===== config.mk =====
export PLATFORM = sky130hd
export DESIGN_NAME = uart_receiver
export DESIGN_NICKNAME = d
export VERILOG_FILES = /design/src/rtl/uart_pkg.sv /design/src/rtl/uart_rx_fifo.sv /design/src/rtl/uart_receiver.sv
export SDC_FILE = /design/constraint.sdc
export NUM_CORES = 1
export LEC_CHECK = 0
export CELL_PAD_IN_SITES_DETAIL_PLACEMENT = 0
export CELL_PAD_IN_SITES_GLOBAL_PLACEMENT = 2
export CORE_MARGIN = 3
export CORE_UTILIZATION = 45
export DETAILED_ROUTE_END_ITERATION = 6
export GPL_TIMING_DRIVEN = 0
export PLACE_DENSITY_LB_ADDON = 0.12
export SYNTH_ARGS = -nofsm -noshare
export SYNTH_HDL_FRONTEND = slang
export SYNTH_SLANG_ARGS = --single-unit
export TNS_END_PERCENT = 100

===== constraint.sdc =====
create_clock -name clk -period 5.6 [get_ports clk]
set_input_delay 0.56 -clock clk [delete_from_list [all_inputs] [get_ports clk]]
set_output_delay 0.56 -clock clk [all_outputs]
set_load 0.02 [all_outputs]

===== src/rtl/uart_pkg.sv =====
// Shared UART types and helpers: receiver FSM states, data width, baud tick divisor.
package uart_pkg;

  localparam int unsigned UART_DATA_BITS = 8;

  typedef enum logic [2:0] {
    IDLE,
    START,
    DATA,
    PARITY,
    STOP,
    BREAK
  } rx_state_t;

  // Clocks per oversample tick, rounded to nearest and never below 1.
  function automatic int unsigned clks_per_tick(input int unsigned freq,
                                                input int unsigned baud,
                                                input int unsigned os);
    int unsigned div;
    int unsigned quo;
    div = baud * os;
    quo = (freq + div / 2) / div;
    return (quo == 0) ? 1 : quo;
  endfunction

endpackage


===== src/rtl/uart_rx_fifo.sv =====
// Synchronous first-word-fall-through FIFO; head is visible on data_o while not empty.
module uart_rx_fifo #(
  parameter int unsigned WIDTH = 8,
  parameter int unsigned DEPTH = 8
) (
  input  logic                           clk_i,
  input  logic                           reset_i,
  input  logic                           push_i,
  input  logic [WIDTH-1:0]               data_i,
  input  logic                           pop_i,
  output logic [WIDTH-1:0]               data_o,
  output logic [$clog2(DEPTH+1)-1:0]     count_o,
  output logic                           full_o,
  output logic                           empty_o
);

  localparam int unsigned AW = (DEPTH > 1) ? $clog2(DEPTH) : 1;
  localparam int unsigned CW = $clog2(DEPTH + 1);
  localparam logic [AW-1:0] PTR_LAST = AW'(DEPTH - 1);

  logic [WIDTH-1:0] mem_q [DEPTH];
  logic [AW-1:0]    wr_ptr_q, wr_ptr_d;
  logic [AW-1:0]    rd_ptr_q, rd_ptr_d;
  logic [CW-1:0]    count_q, count_d;
  logic             do_push, do_pop;

  assign empty_o = (count_q == '0);
  assign full_o  = (count_q == CW'(DEPTH));
  assign do_pop  = pop_i && !empty_o;
  // A pop in the same cycle frees the slot, so a push while full still lands.
  assign do_push = push_i && (!full_o || do_pop);
  assign count_o = count_q;
  assign data_o  = empty_o ? '0 : mem_q[rd_ptr_q];

  always_comb begin
    wr_ptr_d = wr_ptr_q;
    rd_ptr_d = rd_ptr_q;
    count_d  = count_q;
    if (do_push) wr_ptr_d = (wr_ptr_q == PTR_LAST) ? '0 : wr_ptr_q + AW'(1);
    if (do_pop)  rd_ptr_d = (rd_ptr_q == PTR_LAST) ? '0 : rd_ptr_q + AW'(1);
    case ({do_push, do_pop})
      2'b10:   count_d = count_q + CW'(1);
      2'b01:   count_d = count_q - CW'(1);
      default: count_d = count_q;
    endcase
  end

  always_ff @(posedge clk_i) begin
    if (reset_i) begin
      wr_ptr_q <= '0;
      rd_ptr_q <= '0;
      count_q  <= '0;
    end else begin
      wr_ptr_q <= wr_ptr_d;
      rd_ptr_q <= rd_ptr_d;
      count_q  <= count_d;
    end
  end

  always_ff @(posedge clk_i) begin
    if (do_push) mem_q[wr_ptr_q] <= data_i;
  end

endmodule


===== src/rtl/uart_receiver.sv =====
// Oversampling 8-bit UART receiver with start/stop validation and a FWFT receive FIFO.
// Define UART_RX_PARITY_EN to add a parity bit between data and stop (PARITY_ODD selects sense).
module uart_receiver
  import uart_pkg::*;
#(
  parameter int unsigned CLK_FREQ   = 50_000_000,
  parameter int unsigned BAUD       = 115200,
  parameter int unsigned OVERSAMPLE = 16,
  parameter int unsigned FIFO_DEPTH = 8,
  parameter int unsigned PARITY_ODD = 0
) (
  input  logic                              clk,
  input  logic                              reset,
  input  logic                              uart_rx,
  output logic [UART_DATA_BITS-1:0]         rx_data,
  output logic                              rx_valid,
  input  logic                              rx_ready,
  output logic [$clog2(FIFO_DEPTH+1)-1:0]   fifo_count,
  output logic                              rx_overrun,
  output logic                              rx_frame_err,
  output logic                              rx_parity_err,
  input  logic                              err_clear
);

  localparam int unsigned CPT = clks_per_tick(CLK_FREQ, BAUD, OVERSAMPLE);
  localparam int unsigned TW  = (CPT > 1) ? $clog2(CPT) : 1;
  localparam int unsigned OW  = $clog2(OVERSAMPLE);
  localparam int unsigned BW  = $clog2(UART_DATA_BITS);
  localparam logic [TW-1:0] TICK_LAST = TW'(CPT - 1);
  localparam logic [OW-1:0] OS_MID    = OW'(OVERSAMPLE / 2 - 1);
  localparam logic [OW-1:0] OS_LAST   = OW'(OVERSAMPLE - 1);
  localparam logic [BW-1:0] BIT_LAST  = BW'(UART_DATA_BITS - 1);

  logic [1:0]                sync_q;
  logic                      rx_s;
  rx_state_t                 state_q, state_d;
  logic [TW-1:0]             tick_cnt_q, tick_cnt_d;
  logic [OW-1:0]             os_cnt_q, os_cnt_d;
  logic [BW-1:0]             bit_cnt_q, bit_cnt_d;
  logic [UART_DATA_BITS-1:0] shift_q, shift_d;
  logic                      overrun_q, overrun_d;
  logic                      frame_err_q, frame_err_d;
  logic                      tick, sample;
  logic                      push, pop, fifo_full, fifo_empty;
  logic                      set_frame;

`ifdef UART_RX_PARITY_EN
  localparam logic PAR_ODD = (PARITY_ODD != 0);
  logic par_bad_q, par_bad_d;
  logic parity_err_q, parity_err_d;
  logic set_parity;
`else
  logic unused_parity_cfg;
  assign unused_parity_cfg = (PARITY_ODD != 0);
`endif

  assign rx_s   = sync_q[1];
  assign tick   = (tick_cnt_q == TICK_LAST);
  // The oversample counter wraps once per bit, so mid-bit recurs every OVERSAMPLE ticks.
  assign sample = tick && (os_cnt_q == OS_MID);
  assign pop    = rx_ready && rx_valid;

  always_comb begin
    state_d    = state_q;
    tick_cnt_d = tick ? '0 : tick_cnt_q + TW'(1);
    os_cnt_d   = os_cnt_q;
    bit_cnt_d  = bit_cnt_q;
    shift_d    = shift_q;
    push       = 1'b0;
    set_frame  = 1'b0;
`ifdef UART_RX_PARITY_EN
    par_bad_d  = par_bad_q;
    set_parity = 1'b0;
`endif
    if (tick) os_cnt_d = (os_cnt_q == OS_LAST) ? '0 : os_cnt_q + OW'(1);

    unique case (state_q)
      IDLE: begin
        tick_cnt_d = '0;
        os_cnt_d   = '0;
        if (!rx_s) state_d = START;
      end
      START: begin
        bit_cnt_d = '0;
`ifdef UART_RX_PARITY_EN
        par_bad_d = 1'b0;
`endif
        if (sample) state_d = rx_s ? IDLE : DATA;
      end
      DATA: begin
        if (sample) begin
          shift_d   = {rx_s, shift_q[UART_DATA_BITS-1:1]};
          bit_cnt_d = bit_cnt_q + BW'(1);
          if (bit_cnt_q == BIT_LAST) begin
`ifdef UART_RX_PARITY_EN
            state_d = PARITY;
`else
            state_d = STOP;
`endif
          end
        end
      end
`ifdef UART_RX_PARITY_EN
      PARITY: begin
        if (sample) begin
          par_bad_d  = ((^shift_q) ^ rx_s) != PAR_ODD;
          set_parity = par_bad_d;
          state_d    = STOP;
        end
      end
`endif
      STOP: begin
        if (sample) begin
          if (rx_s) begin
`ifdef UART_RX_PARITY_EN
            push = !par_bad_q;
`else
            push = 1'b1;
`endif
            state_d = IDLE;
          end else begin
            set_frame = 1'b1;
            state_d   = BREAK;
          end
        end
      end
      BREAK: begin
        if (rx_s) state_d = IDLE;
      end
      default: state_d = IDLE;
    endcase

    overrun_d   = (push && fifo_full && !pop) ? 1'b1 : (err_clear ? 1'b0 : overrun_q);
    frame_err_d = set_frame ? 1'b1 : (err_clear ? 1'b0 : frame_err_q);
`ifdef UART_RX_PARITY_EN
    parity_err_d = set_parity ? 1'b1 : (err_clear ? 1'b0 : parity_err_q);
`endif
  end

  always_ff @(posedge clk) begin
    if (reset) begin
      sync_q      <= '1;
      state_q     <= IDLE;
      tick_cnt_q  <= '0;
      os_cnt_q    <= '0;
      bit_cnt_q   <= '0;
      shift_q     <= '0;
      overrun_q   <= 1'b0;
      frame_err_q <= 1'b0;
`ifdef UART_RX_PARITY_EN
      par_bad_q    <= 1'b0;
      parity_err_q <= 1'b0;
`endif
    end else begin
      sync_q      <= {sync_q[0], uart_rx};
      state_q     <= state_d;
      tick_cnt_q  <= tick_cnt_d;
      os_cnt_q    <= os_cnt_d;
      bit_cnt_q   <= bit_cnt_d;
      shift_q     <= shift_d;
      overrun_q   <= overrun_d;
      frame_err_q <= frame_err_d;
`ifdef UART_RX_PARITY_EN
      par_bad_q    <= par_bad_d;
      parity_err_q <= parity_err_d;
`endif
    end
  end

  uart_rx_fifo #(
    .WIDTH (UART_DATA_BITS),
    .DEPTH (FIFO_DEPTH)
  ) u_fifo (
    .clk_i   (clk),
    .reset_i (reset),
    .push_i  (push),
    .data_i  (shift_q),
    .pop_i   (pop),
    .data_o  (rx_data),
    .count_o (fifo_count),
    .full_o  (fifo_full),
    .empty_o (fifo_empty)
  );

  assign rx_valid     = !fifo_empty;
  assign rx_overrun   = overrun_q;
  assign rx_frame_err = frame_err_q;
`ifdef UART_RX_PARITY_EN
  assign rx_parity_err = parity_err_q;
`else
  assign rx_parity_err = 1'b0;
`endif

endmodule


==> Word level (Yosys, flattened, before mapping) <==
Memory sizes are Yosys's and may differ from the RTL's. A register that Yosys moved wholly into a read port is not among the register bits.
Index checks and enable logic that the tools add are counted.
{ "word_totals": {"regBits": 37, "latch_bits": 0, "mem_bits_rw": 64, "romBits": 0, "inputBits": 5, "elab_cells": 88, "n_memories": 1} }
{ "op_classes": {"addsub": 7, "n_mul": 0, "div": 0, "magnitude_cmp": 0, "n_eq_ne": 19, "n_shift": 0, "muxes": 29, "bitwise_logic": 0, "n_reduce_logical": 21} }
{ "memory_table": {"columns": ["name", "words", "width", "read_ports", "rd_ports_with_merged_regs", "write_ports", "line", "text"], "rows": [
  ["u_fifo.mem_q", 8, 8, 1, 1, 1, "uart_rx_fifo.sv:21", "logic [WIDTH-1:0] mem_q [DEPTH];"]
]} }
{ "op_table": {"columns": ["op", "count"], "rows": [
  ["$mux 3", 12],
  ["$eq 3x3->1 const B", 5],
  ["$pmux 3 s5", 1],
  ["$ne 2x2->1 const B", 6],
  ["$mux 1", 11],
  ["$add 3x1->3 const B", 3],
  ["$add 4x1->4 const B", 2],
  ["$eq 4x4->1 const B", 2],
  ["$mux 8", 1],
  ["$pmux 4 s2", 1],
  ["$reduce_bool 2->1", 4],
  ["$logic_and 1x1->1", 6],
  ["$pmux 3 s2", 1],
  ["$reduce_and 6->1", 1],
  ["$add 5x1->5 const B", 1],
  ["$eq 5x5->1 const B", 1],
  ["$eq 4x3->1 const B", 1],
  ["$logic_not 4->1", 1],
  ["$mux 4", 1],
  ["$reduce_and 2->1", 2],
  ["$sub 4x1->4 const B", 1],
  ["$eq 3x1->1 const B", 1],
  ["$eq 3x2->1 const B", 1],
  ["$logic_not 1->1", 3],
  ["other kinds (7)", 7]
]} }

==> Longest topological paths before layout <==
Gate-level depths: netlist (run 1).
{ "logic_depth": {"ltp_word": 8, "mapped_depth": 12} }

==> Modules after synthesis <==
A second synthesis (run 1) with hierarchy kept.
{ "hier_totals": {"hier_cells": 320, "area_unflattened_um2": 4466.8} }
{ "modules_own_cells": {"columns": ["module", "n_inst", "cells_per_inst", "area_per_inst_um2"], "rows": [
  ["uart_rx_fifo", 1, 186, 3190.6],
  ["uart_receiver", 1, 134, 1276.2]
]} }

==> Least setup slack after synthesis (run 1) <==
Ideal clock, no wire load.
{ "synth_path": {"path_kind": "reg-to-reg", "start": "reg u_fifo.count_q[1], in the netlist u_fifo.count_o[1]", "end": "reg u_fifo.count_q[2], in the netlist u_fifo.count_o[2]", "t_arrival_ps": 2522, "required_ps": 5530, "path_slack_ps": 3008, "path_stages_with_launch": 13, "n_path_buf": 1, "synth_period_minus_slack_ps": 2592, "cell_sequence": "dfxtp_1 -> buf_2 -> nor4_4 -> inv_2 -> nand2_1 -> inv_1 -> ha_1 -> xor2_1 -> ha_1 -> a21oi_1 -> xor2_1 -> or3_1 -> a21oi_1"} }
{ "synth_via": {"elab_chain_len": 8} }
{ "synth_lines": {"columns": ["item", "line", "text"], "rows": [
  ["from (decl)", "uart_rx_fifo.sv:24", "logic [CW-1:0] count_q, count_d;"],
  ["from (signal assigned)", "uart_rx_fifo.sv:56", "count_q <= count_d;"],
  ["$logic_not 4->1 *", "uart_rx_fifo.sv:27", "assign empty_o = (count_q == '0);"],
  ["$logic_not 1->1 *", "uart_receiver.sv:185", "assign rx_valid = !fifo_empty;"],
  ["via rx_valid", "uart_receiver.sv:16", "output logic rx_valid,"],
  ["$logic_and 1x1->1", "uart_receiver.sv:61", "assign pop = rx_ready && rx_valid;"],
  ["$logic_and 1x1->1 *", "uart_rx_fifo.sv:29", "assign do_pop = pop_i && !empty_o;"],
  ["via u_fifo.do_pop", "uart_rx_fifo.sv:25", "logic do_push, do_pop;"],
  ["$logic_or 1x1->1", "uart_rx_fifo.sv:31", "assign do_push = push_i && (!full_o || do_pop);"],
  ["$logic_and 1x1->1", "uart_rx_fifo.sv:31", null],
  ["$eq 2x1->1 or $eq 2x2->1 (tied branches)", "uart_rx_fifo.sv:41", "case ({do_push, do_pop})"],
  ["$pmux 4 s2 or $reduce_bool 2->1 (tied branches)", null, null]
]} }
Mark *: on every way through the listed nets, which the timed path passes. The rest lies on a longest branch.
A chain may end at the register's enable or synchronous reset.

==> results.tsv, run 1 <==
stage	metric	value	unit
detailed_routing	WL/cell	16.95	um
outcome	status	completed	
detailed_routing	Detailed Routing Iterations Pass 1	4	
sta	Setup TNS	0	ns
worst_setup_path	Critical Path End	rx_data[4]	
worst_setup_path	CP startpoint kind	register	
synthesis	ys flop type	edfxtp_1	
sta	Achievable Freq	0.3099	GHz
global_route	largest net degree at the start of global routing	19	
sta	Setup Skew	0.01181	ns
pwr	Sw Ratio	0.2386	
clocking	setup bufs post-CTS	0	
place	HPWL Detailed	5434	um
worst_setup_path	flop-to-flop setup slack	2.75	ns
global_route	global-route wire length before repair	13460	um
clocking	CTS Hold Bufs	0	
detailed_routing	Avg Vias per Cell	5.301	
worst_setup_path	RR Endpoint	u_fifo.count_o[2]	
layout	Layout Utilization	0.5328	
clocking	CTS root buf	clkbuf_8	
synthesis	Async SR Flop Fraction	0	
sta	Hold Fails Final Rpt	0	
global_route	vias in the first global route	2590	
clocking	Clock Path Buffers	2	
worst_setup_path	Crit path required time	5.04	ns
clocking	H-Tree Depth	3	
floorplanning	IO Pins	21	
detailed_routing	1st-iter DRT viols	91	
floorplanning	Die ar.	11080	sq um
min_path	worst min path class	reg2reg	
worst_setup_path	R2R depth	11	
worst_setup_path	critical path arrival	2.67	ns
synthesis	Mapped Cells	314	
clocking	CTS buffer count	9	
layout	layout cells sized above 1	0.1691	
sta	Slew @ Worst Pin	1.177	ns
detailed_routing	Vias	2534	
clocking	worst-skew pair later-pin latency	0.35	ns
sta	# setup viols final	0	
sta	RSZ-0062 raised after global routing	false	
sta	Tmin final	3.227	ns
layout	Layout area overhead	13.09	%
floorplanning	Initial Util	0.4711	
sta	Slew Viols, Final	0	
synthesis	Net Count, Synth	331	
sta	WHS	0.4177	ns
pwr	Reg power frac	0.584	
clocking	CTS tree	built	
floorplanning	Core ar.	9415	sq um
pwr	Clk pwr share	0.338	
synthesis	sequential fraction of the synthesis area	0.6138	
clocking	total of cells resized after clock tree synthesis	0	
worst_setup_path	CP Class	reg2out	
floorplanning	chip height	105.3	um
worst_setup_path	Crit Path Max Fanout	10	
place	GP Congestion	0.7405	
sta	slew margin rel.	0.2130	
layout	Final nets	361	
clocking	Reg clk slew, reported paths	0.10	ns
clocking	clock sink count	104	
worst_setup_path	Critical R2R Launch	u_fifo.count_o[0]	
global_route	initial antenna violation count	0	
pwr	switching power total	0.3360	mW
layout	n_diodes	0	
worst_setup_path	Worst setup EP type	output pin	
detailed_routing	final WL	8104	um
global_route	grt total ovfl	0	
global_route	GR Util All Layers	0.1557	
pwr	Peak VDD IR	0.1498	mV
layout	fin area	5016	sq um
pwr	total power	1.408	mW
job	Max-Cap Viols	0	
floorplanning	chip width	105.3	um
synthesis	syn_area_per_cell	14.13	sq um
synthesis	Mapped Area	4436	sq um
synthesis	#FFs+latches synth	104	
place	IO Port Bufs	18	
synthesis	number of enable flip-flop cells after synthesis	64	
detailed_routing	drt drc	0	
place	Area after DPL	4811	sq um
sta	share of the clock period used by the worst path	0.5763	
pwr	leakage power	1.708	nW
floorplanning	FP Rows	35	
pwr	Power Internal	1.072	mW
synthesis	Synth cell types	53	
pwr	Cell Pwr Density	280.8	nW/um^2
pwr	combinational share of power	0.079	
detailed_routing	Routed Antenna Nets	0	
synthesis	Ys Warns	0	
## state kept, by name, indices dropped and copies added, names as in the netlist, named ones only
signal,cells
u_fifo.count_o,4
u_fifo.mem_q,64
rx_frame_err,1
u_fifo.rd_ptr_q,3
tick_cnt_q,5
os_cnt_q,4
shift_q,8
sync_q,2
state_q,3
rx_overrun,1
u_fifo.wr_ptr_q,3
bit_cnt_q,3
## cells by family after synthesis
family,after synthesis,share of synthesized area
adders and majority gates,12,0.03385
other,1,0.0008455
muxes,37,0.1289
xor gates and xnor gates,9,0.01777
buffers and inverters,20,0.02313
DFF,104,0.6138
AOI/OAI and AO/OA,35,0.04598
and+or+nand+nor,96,0.1357
## layout make-up
class	instances	area, sq um
flip-flops and latches	104	2723
well taps	129	161.4
plain buffers	15	83.83
clock inverters	6	77.57
multi-input cells	190	1637
clock buffers	10	127.6
repair buffers	19	187.7
inverters	5	18.77
fillers	821	4399
## worst min-delay path by stage
stage | from | endpoint | slack [ns] | cells past startpoint
floorplan | sync_q[0] | sync_q[1] | 0.39 | 1
global placement | sync_q[0] | sync_q[1] | 0.39 | 1
detailed placement | sync_q[0] | sync_q[1] | 0.39 | 1
CTS | sync_q[0] | sync_q[1] | 0.42 | 1
global route | sync_q[0] | sync_q[1] | 0.45 | 1
finish | sync_q[0] | sync_q[1] | 0.42 | 1
## cell usage after synthesis (all sizes together), types with 4 or more instances
cell	n	share of area
a21oi	17	0.019
buf	12	0.016
dfxtp	40	0.18
edfxtp	64	0.43
ha	12	0.034
inv	5	0.0042
mux2i	20	0.045
mux4	16	0.081
nand2	12	0.011
nand2b	5	0.0071
nand3	5	0.0056
nand3b	7	0.012
nand4b	4	0.011
nor2	32	0.027
o21ai	9	0.010
or2	4	0.0056
xor2	6	0.012
## metrics by stage
stage | worst slack, ns | instances
3_5_place_dp | 2.722 | 462
6_report | 2.373 | 478
5_1_grt | 2.202 | 478
3_3_place_gp | 2.141 | 461
4_1_cts | 2.319 | 478
2_1_floorplan | 3.008 | 314
## cells in the final DEF, fill, tap and decap left out, types with 3 or more instances in the layout
master	netlist	routed
a21oi_1	17	17
buf_1	4	4
buf_2	3	3
buf_4	4	5
clkbuf_1	2	3
clkbuf_8	0	9
clkdlybuf4s50_1	0	18
dfxtp_1	40	40
edfxtp_1	64	64
ha_1	12	12
inv_1	4	4
mux2i_1	20	20
mux4_2	16	16
nand2_1	11	11
nand2b_1	5	5
nand3_1	5	5
nand3b_1	7	7
nand4b_1	3	3
nor2_1	32	32
nor2b_1	3	3
o21ai_0	8	8
or2_2	3	3
or3_1	3	3
or3b_1	3	3
xnor2_1	3	3
xor2_1	6	6
## metal layers
| metal | GRT usage | wire (um) | vias up |
|---|---|---|---|
| met5 | 0 | 0 | - |
| met4 | 0.04873 | 72 | 0 |
| met3 | 0.02449 | 146 | 7 |
| met2 | 0.2596 | 4011 | 25 |
| met1 | 0.2098 | 3874 | 1260 |
| li1 | - | - | 1242 |
## critical path: stages, from the launching register on
cell	delay, ns
dfxtp_1	0.33
clkbuf_2	0.25
buf_1	0.54
mux4_2	0.42
mux2i_1	0.14
nor2_1	0.06
clkdlybuf4s50_1	0.57
## power groups by stage
| stage | logic, mW | clock network, mW | registers, mW |
|---|---|---|---|
| floorplan | 0.0888 | 0 | 0.837 |
| global placement | 0.114 | 0 | 0.839 |
| detailed placement | 0.111 | 0 | 0.839 |
| CTS | 0.112 | 0.487 | 0.822 |
| global route | 0.125 | 0.520 | 0.824 |
| finish | 0.111 | 0.476 | 0.822 |
Power figures use the tool's default switching activity.
==> inputs of run 2 (changes only) <==
Settings changed: CORE_UTILIZATION 45 to 43.
Clock period 5.6 ns to 3.2 ns, I/O delays scaled along.
==> run 2 against run 1 <==
Global-route usage increased by 0.14 points. Non-clock buffer count did not move. Clock skew grew 0.0027 ns. Clock power is 66% higher. Register-to-register slack worse by 2.4 ns. Critical endpoint is now rx_data[7]. Largest cell class unchanged. Largest power group unchanged. Highest routed layer unchanged.
==> results.tsv, run 2 (synthesis results as in run 1) <==
stage	metric	value	unit	change
place	HPWL Detailed	5534	um	+1.9%
layout	Final nets	361		unchanged
layout	Layout Utilization	0.5048		-0.02796
pwr	Sw Ratio	0.2556		+0.01700
layout	layout cells sized above 1	0.1691		unchanged
detailed_routing	Avg Vias per Cell	5.185		-2.2%
sta	# setup viols final	0		unchanged
detailed_routing	Vias	2499		-1.4%
pwr	combinational share of power	0.081		+0.002
sta	Achievable Freq	0.3423	GHz	
floorplanning	Die ar.	11570	sq um	+4.4%
clocking	Reg clk slew, reported paths	0.11	ns	about the same
worst_setup_path	Crit Path Max Fanout	10		unchanged
detailed_routing	WL/cell	16.96	um	about the same
floorplanning	Core ar.	9910	sq um	+5.2%
clocking	H-Tree Depth	3		unchanged
floorplanning	chip width	107.6	um	+2.2%
sta	Hold Fails Final Rpt	0		unchanged
layout	Layout Cells excl Fill	482		+0.84%
detailed_routing	drt drc	0		unchanged
worst_setup_path	CP Class	reg2out		
layout	number of flip-flops under the largest register name	64		unchanged
floorplanning	FP Rows	36		+2.9%
place	cell count after placement	467		+1.1%
clocking	total of cells resized after clock tree synthesis	0		unchanged
clocking	Clock Path Buffers	2		unchanged
clocking	CTS root buf	clkbuf_8		
detailed_routing	Detailed Routing Iterations Pass 1	4		unchanged
outcome	status	completed		
sta	Setup TNS	0	ns	unchanged
clocking	worst-skew pair later-pin latency	0.37	ns	+0.02 ns
floorplanning	IO Pins	21		unchanged
worst_setup_path	CP startpoint kind	register		
clocking	clock sink count	104		unchanged
global_route	vias in the first global route	2522		-2.6%
layout	n_diodes	0		unchanged
sta	slew margin rel.	0.2257		+0.01277
detailed_routing	final WL	8177	um	+0.90%
sta	RSZ-0062 raised after global routing	false		
sta	Slew Viols, Final	0		unchanged
min_path	worst min path class	in2reg		
clocking	CTS Hold Bufs	0		unchanged
layout	most frequent cells in the layout	edfxtp_1 (64), dfxtp_1 (40), nor2_1 (32)		
sta	Setup Skew	0.01452	ns	+0.002710 ns
pwr	Clk pwr share	0.326		-0.012
global_route	initial antenna violation count	0		unchanged
clocking	CTS tree	built		
global_route	grt total ovfl	0		unchanged
pwr	Peak VDD IR	0.2112	mV	+41%
worst_setup_path	Worst setup EP type	output pin		
pwr	leakage power	1.709	nW	about the same
global_route	largest net degree at the start of global routing	20		+1
detailed_routing	Routed Antenna Nets	0		unchanged
place	IO Port Bufs	18		unchanged
sta	Slew @ Worst Pin	1.158	ns	-0.01911 ns
clocking	CTS buffer count	9		unchanged
pwr	switching power total	0.6201	mW	+85%
layout	Largest regs	u_fifo.mem_q x64, shift_q x8, tick_cnt_q x5		
layout	Layout area overhead	12.78	%	
place	Area after DPL	4818	sq um	+0.16%
sta	Tmin final	2.922	ns	
layout	fin area	5002	sq um	-0.27%
pwr	Cell Pwr Density	485.0	nW/um^2	+73%
sta	WHS	0.3358	ns	-0.08191 ns
pwr	Reg power frac	0.593		+0.009
floorplanning	Initial Util	0.4476		-0.02350
layout	commonest non-fill, non-tap cell in the layout	edfxtp_1		
floorplanning	chip height	107.6	um	+2.2%
job	Max-Cap Viols	0		unchanged
layout	register name with the most flops	u_fifo.mem_q		
global_route	global-route wire length before repair	13660	um	+1.4%
clocking	setup bufs post-CTS	0		unchanged
detailed_routing	1st-iter DRT viols	117		+29%
sta	share of the clock period used by the worst path	0.9130		
worst_setup_path	Crit path required time	2.88	ns	-2.16 ns
global_route	GR Util All Layers	0.1571		+0.001385
pwr	Power Internal	1.806	mW	+68%
worst_setup_path	critical path arrival	2.60	ns	-0.07 ns
place	GP Congestion	0.7276		-1.7%
run 2: power by group through the flow:
stage | clock network [mW] | registers (mW) | logic [mW]
3_5_place_dp | 0 | 1.47 | 0.197
3_3_place_gp | 0 | 1.47 | 0.198
5_1_grt | 0.872 | 1.44 | 0.221
4_1_cts | 0.813 | 1.44 | 0.199
2_1_floorplan | 0 | 1.46 | 0.155
6_report | 0.791 | 1.44 | 0.196
run 2: worst max-delay path, cell delays in order, from the launching register on:
cell,delay (ns)
dfxtp_1,0.32
buf_2,0.27
buf_4,0.30
mux4_2,0.53
mux2i_1,0.19
nor2_1,0.06
clkdlybuf4s50_1,0.56
run 2: layout make-up:
class                           count  area [sq um]
Buffer                             14         80.08
Clock buffer                       10         127.6
Clock inverter                      6         60.06
Fill cell                         892          4907
Inverter                            5         18.77
Multi-Input combinational cell    190          1632
Sequential cell                   104          2723
Tap cell                          133         166.4
Timing Repair Buffer               20         195.2
run 2: worst paths after layout:
| kind | startpoint | to | slack (ns) | depth (start not counted) |
|---|---|---|---|---|
| max | register | rx_data[7] | 0.28 | 6 |
| min | reset | u_fifo.wr_ptr_q[2] | 0.34 | 2 |
| max reg2reg | u_fifo.count_o[0] | u_fifo.count_o[2] | 0.38 | 11 |
| min reg2reg | sync_q[0] | sync_q[1] | 0.42 | 1 |
run 2: metrics by stage:
step | power [mW] | worst slack, ns
2_1_floorplan | 1.620 | 0.6076
3_3_place_gp | 1.668 | -0.09096
3_5_place_dp | 1.666 | 0.3436
4_1_cts | 2.450 | 0.1173
5_1_grt | 2.536 | 0.01682
6_report | 2.426 | 0.2785
run 2: metal layers:
metal,up-vias,share of wire,track usage,wire length [um]
met5,-,0,0,0
met4,0,0.011,0.05140,89
met3,9,0.025,0.03059,207
met2,34,0.49,0.2549,4010
met1,1213,0.47,0.2127,3870
li1,1243,-,-,-
